## config.mk

```make
export PLATFORM = sky130hd
export DESIGN_NAME = uart_tx_arbiter
export DESIGN_NICKNAME = d
export VERILOG_FILES = /design/src/rtl/uart_tx_arbiter.sv
export SDC_FILE = /design/constraint.sdc
export NUM_CORES = 1
export LEC_CHECK = 0
export CORE_UTILIZATION = 41
export CTS_CLUSTER_DIAMETER = 120
export DETAILED_ROUTE_END_ITERATION = 8
export GPL_TIMING_DRIVEN = 1
export PLACE_DENSITY = 0.81
export SLEW_MARGIN = 20
export SYNTH_ARGS = -nofsm -noshare
export SYNTH_HDL_FRONTEND = slang
export SYNTH_SLANG_ARGS = --single-unit
```

## constraint.sdc

```tcl
create_clock -name clock -period 2.3 [get_ports clock]
set_input_delay 0.345 -clock clock [delete_from_list [all_inputs] [get_ports clock]]
set_output_delay 0.345 -clock clock [all_outputs]
set_load 0.02 [all_outputs]
```

## src/rtl/uart_tx_arbiter.sv

```systemverilog
// Round-robin arbiter that shares one UART transmitter between NUM_REQ byte sources.
// Supports packet locking so that a multi-byte packet from one source is never interleaved.
module uart_tx_arbiter #(
    parameter int NUM_REQ = 4,
    parameter int ID_W    = 2
) (
    input  logic                   clock,
    input  logic                   reset,
    input  logic [NUM_REQ-1:0]     req_valid,
    input  logic [8*NUM_REQ-1:0]   req_data,
    input  logic [NUM_REQ-1:0]     req_last,
    output logic [NUM_REQ-1:0]     req_ready,
    output logic [7:0]             uart_tx_data,
    output logic                   uart_tx_ready,
    input  logic                   uart_tx_done,
    output logic                   busy,
    output logic [ID_W-1:0]        grant_id,
    output logic                   locked
);

    typedef enum logic [1:0] {
        IDLE,
        LAUNCH,
        WAIT_LOW,
        WAIT_HIGH
    } state_t;

    state_t          state_reg, state_next;
    logic [ID_W-1:0] rr_ptr_reg, rr_ptr_next;
    logic [ID_W-1:0] grant_id_reg, grant_id_next;
    logic            locked_reg, locked_next;
    logic [7:0]      hold_data_reg, hold_data_next;

    logic [7:0]      req_byte [NUM_REQ];
    logic            found;
    logic [ID_W-1:0] winner;
    logic [ID_W:0]   cand;
    logic            accept;

    genvar gi;
    generate
        for (gi = 0; gi < NUM_REQ; gi++) begin : g_req
            assign req_byte[gi]  = req_data[8*gi +: 8];
            assign req_ready[gi] = accept && (winner == ID_W'(gi));
        end
    endgenerate

    // Rotating priority search from rr_ptr; one extra bit lets the sum wrap for non-power-of-2 NUM_REQ.
    always_comb begin
        found  = 1'b0;
        winner = '0;
        cand   = '0;
        if (locked_reg) begin
            winner = grant_id_reg;
            found  = req_valid[grant_id_reg];
        end else begin
            for (int k = 0; k < NUM_REQ; k++) begin
                cand = {1'b0, rr_ptr_reg} + (ID_W+1)'(k);
                if (cand >= (ID_W+1)'(NUM_REQ)) begin
                    cand = cand - (ID_W+1)'(NUM_REQ);
                end
                if (!found && req_valid[cand[ID_W-1:0]]) begin
                    found  = 1'b1;
                    winner = cand[ID_W-1:0];
                end
            end
        end
    end

    assign accept = (state_reg == IDLE) && found;

    always_comb begin
        state_next     = state_reg;
        rr_ptr_next    = rr_ptr_reg;
        grant_id_next  = grant_id_reg;
        locked_next    = locked_reg;
        hold_data_next = hold_data_reg;
        uart_tx_ready  = 1'b0;
        busy           = (state_reg != IDLE);
        case (state_reg)
            IDLE: begin
                if (found) begin
                    hold_data_next = req_byte[winner];
                    grant_id_next  = winner;
                    locked_next    = !req_last[winner];
                    if (req_last[winner]) begin
                        rr_ptr_next = (winner == ID_W'(NUM_REQ - 1)) ? '0 : winner + ID_W'(1);
                    end
                    state_next = LAUNCH;
                end
            end
            LAUNCH: begin
                uart_tx_ready = 1'b1;
                state_next    = WAIT_LOW;
            end
            // Waiting for a low then a high catches both level-type and pulse-type done signals.
            WAIT_LOW: begin
                if (!uart_tx_done) begin
                    state_next = WAIT_HIGH;
                end
            end
            WAIT_HIGH: begin
                if (uart_tx_done) begin
                    state_next = IDLE;
                end
            end
            default: state_next = IDLE;
        endcase
    end

    always_ff @(posedge clock) begin
        if (reset) begin
            state_reg     <= IDLE;
            rr_ptr_reg    <= '0;
            grant_id_reg  <= '0;
            locked_reg    <= 1'b0;
            hold_data_reg <= 8'h00;
        end else begin
            state_reg     <= state_next;
            rr_ptr_reg    <= rr_ptr_next;
            grant_id_reg  <= grant_id_next;
            locked_reg    <= locked_next;
            hold_data_reg <= hold_data_next;
        end
    end

    assign uart_tx_data = hold_data_reg;
    assign grant_id     = grant_id_reg;
    assign locked       = locked_reg;

endmodule

```

==> results.ini <==
[route]
drc_errors=4
wire_per_inst_um=15.0
viasPerCell=5.48
drt-initial-drc-count=62
vias=1392
antenna_left=0
first_pass_iters=6
drt_wl_total_um=3820

[placed_design]
portBuffers=59
hpwl_um=2790
gp_congestion=0.867

[cts]
cts_tree=done
clockBufferDepth=2
clk_pin_slew_ns=0.10
cts_max_level=1
numCtsBuffers=3
clock_sinks=15
cts_root_buf=clkbuf_4
clkLatencyLatePin_ns=0.29
cts-hold-fix-buffers=0

[yosys]
synthXorXnorAreaFrac_pct=0
synthAdderAreaFrac_pct=9.12
synth_top_family_by_area=simple AND/OR/NAND/NOR gates
netlist_area_sq_um=1230
synth.avg_cell_area_sq_um=9.08
ys.warnings.count=0
muxShareOfSynthArea_pct=18.5
synth_nets=188
synth_edf_count=0
syn_inst=136
synthSimpleGateAreaFrac_pct=22.7
synthArstFlopShare_pct=0
synth_flop_cell=dfxtp_1
synth_cell_type_count=36
synth-compound-area-share_pct=19.6
seq_area_frac_synth_pct=24.3
ys_ff_latch=15

[cells_and_area]
syn_to_final_growth_pct=73.8
seq_area_sq_um=307
antenna_cells=0
final_util_pct=76.5
multi_input_area_sq_um=941
layout-drive-gt1-share_pct=30.0
nets=276
fill_cells=187
largest_register_ffs=8

[critical_path]
cp_data_arrival_time_ns=1.97
worstSetupPathType=flop to output port
slowest_delay_ns=0.38
cp_max_fo=4
r2r_cells=7
cp.required_ns=1.96
crit_chain=and4bb_2, a211oi_1, nand3_1, nand2_4, inv_2, ha_2, and2_4, buf_6
reg2reg_to=uart_tx_data[1]$_SDFFE_PP0P_
r2r_slack_ns=0.14
cpMaxStageDelayCell=dfxtp_4
end_kind=output port
critPathLaunchType=flop
rr_startpoint=rr_ptr_reg[0]$_SDFFE_PP0P_

[sta]
final.setup_skew_ns=0.0135
setup_violations=3
setup_ws_ns=-0.0146
hold_viol=0
period_needed_ns=2.31
fmax_mhz=432
fin_crit_sh_pct=101
slew_violations=0
timing.slew.headroom_pct=70.6
tightestPinTransition_ns=0.439

[min_path]
hp-class=flop to flop
whs_endpoint=uart_tx_data[6]$_SDFFE_PP0P_
min_from=uart_tx_data[6]$_SDFFE_PP0P_
hold_depth=2

[pwr]
power_leakage_nw=0.960
power_per_cell_area_nw_per_um2=1260
fin_total_pwr_mw=2.71
ir_drop_v=0.000833

[floorplan]
dieArea_sq_um=3240
start_util_pct=44.0
std_cell_rows=19
die-width_um=56.9
die_h_um=56.9
io_pins=60
core_sq_um=2810

[global_route]
grt_pass1_vias=1374
grt_max_degree=14
track_usage_pct=23.3
grt_overflow=0
antenna_found_initial=0
grt_pass1_wl_um=5860

[outcome]
status=finished with violations
failed_checks=DRC, setup timing

[run]
cap_viol_max_count=0

worst max-delay path by stage:
| stage | start | end | slack, ns | cells past startpoint |
|---|---|---|---|---|
| finish | rr_ptr_reg[0]$_SDFFE_PP0P_ | req_ready[2] | -0.01 | 8 |
| detailed placement | req_valid[1] | req_ready[2] | -0.72 | 9 |
| CTS | rr_ptr_reg[1]$_SDFFE_PP0P_ | req_ready[2] | 0.002 | 8 |
| global placement | req_valid[1] | req_ready[3] | -0.64 | 9 |
| global route | rr_ptr_reg[0]$_SDFFE_PP0P_ | req_ready[0] | -0.07 | 8 |
| floorplan | grant_id[0]$_SDFFE_PP0P_ | rr_ptr_reg[0]$_SDFFE_PP0P_ | 0.04 | 7 |
power breakdown:
group	internal, mW	switching, mW	total [mW]
clock	0.0647	0.0904	0.155
sequential	0.393	0.111	0.505
combinational	1.06	0.994	2.05
layout make-up:
type | count | area share [%]
repair buffers | 87 | 37.0
multi-input cells | 107 | 43.8
well taps | 31 | 1.81
clock buffers | 3 | 1.05
clock inverters | 1 | 0.233
flip-flops and latches | 15 | 14.3
inverters | 10 | 1.75
cell families (layout without fill, tap and decap cells):
group           after synthesis  after routing
compound gates               29             29
fa+ha+maj                     9              9
buf+inv                      14            101
flops                        15             15
mux                          21             21
simple gates                 48             48
cell usage after synthesis (all sizes together), types with 2 or more instances:
cell type  count  share of area (%)
a221oi         2                2.4
nor2           9                2.7
ha             9                9.1
a21oi          4                1.6
mux2           2                2.1
a211oi         4                2.4
mux2i         18                 15
nand3         12                5.3
and2           4                2.4
dfxtp         15                 24
or3            2                1.4
and3           2                1.8
nand2         11                3.5
nor3           2               0.81
o21ai          5                2.0
o211a          3                2.4
o221ai         8                5.7
buf            3                2.4
inv           10                3.0
through the flow:
step / instances / setup slack (ns) / hold slack (ns) / setup TNS [ns] / cell area, sq um
4_1_cts: 253 / 0.00193 / 0.506 / 0 / 2060
3_3_place_gp: 246 / -0.643 / 0.468 / -5.28 / 2010
5_1_grt: 254 / -0.0729 / 0.544 / -0.241 / 2150
6_report: 254 / -0.0146 / 0.508 / -0.0402 / 2150
2_1_floorplan: 136 / 0.0353 / 0.414 / 0 / 1230
3_5_place_dp: 246 / -0.721 / 0.476 / -6.27 / 2010
repair_timing:
item,in CTS,in global routing
pin swaps,2,4
resized for setup,28,26
setup endpoints to repair,14,4
setup buffers,3,1
worst max-delay path: cells and delay by family (launching register included):
kind	cells	cell delay, ns
AND/OR/NAND/NOR	4	0.75
buffers and inverters	2	0.17
AO/OA/AOI/OAI	1	0.21
adder cells (fa/ha/maj)	1	0.16
flip-flops	1	0.38
per-layer routing:
layer | part of all wire (%) | vias up | GRT usage [%]
met5 | 0 | - | 0
met4 | 1.3 | 0 | 9.76
met3 | 6.6 | 6 | 4.84
met2 | 53 | 62 | 43.2
met1 | 39 | 649 | 25.1
li1 | - | 675 | -
cells in the final DEF (no fill, tap or decap), types with 2 or more instances in the layout:
cell type        count
ha_2                 2
a21oi_1              3
mux2_4               2
inv_1                8
inv_2                2
buf_4               28
mux2i_1             18
dfxtp_1             12
nand3_1             11
o211a_1              3
o221ai_1             8
ha_1                 6
o21ai_0              3
nand2_1              9
nor2_1               9
and3_4               2
nor3_1               2
and2_4               3
clkdlybuf4s50_1     51
a211oi_1             4
clkbuf_4             3
buf_6                3
a221oi_4             2
dfxtp_2              2
Note: power is estimated with default switching activity, not from simulation.
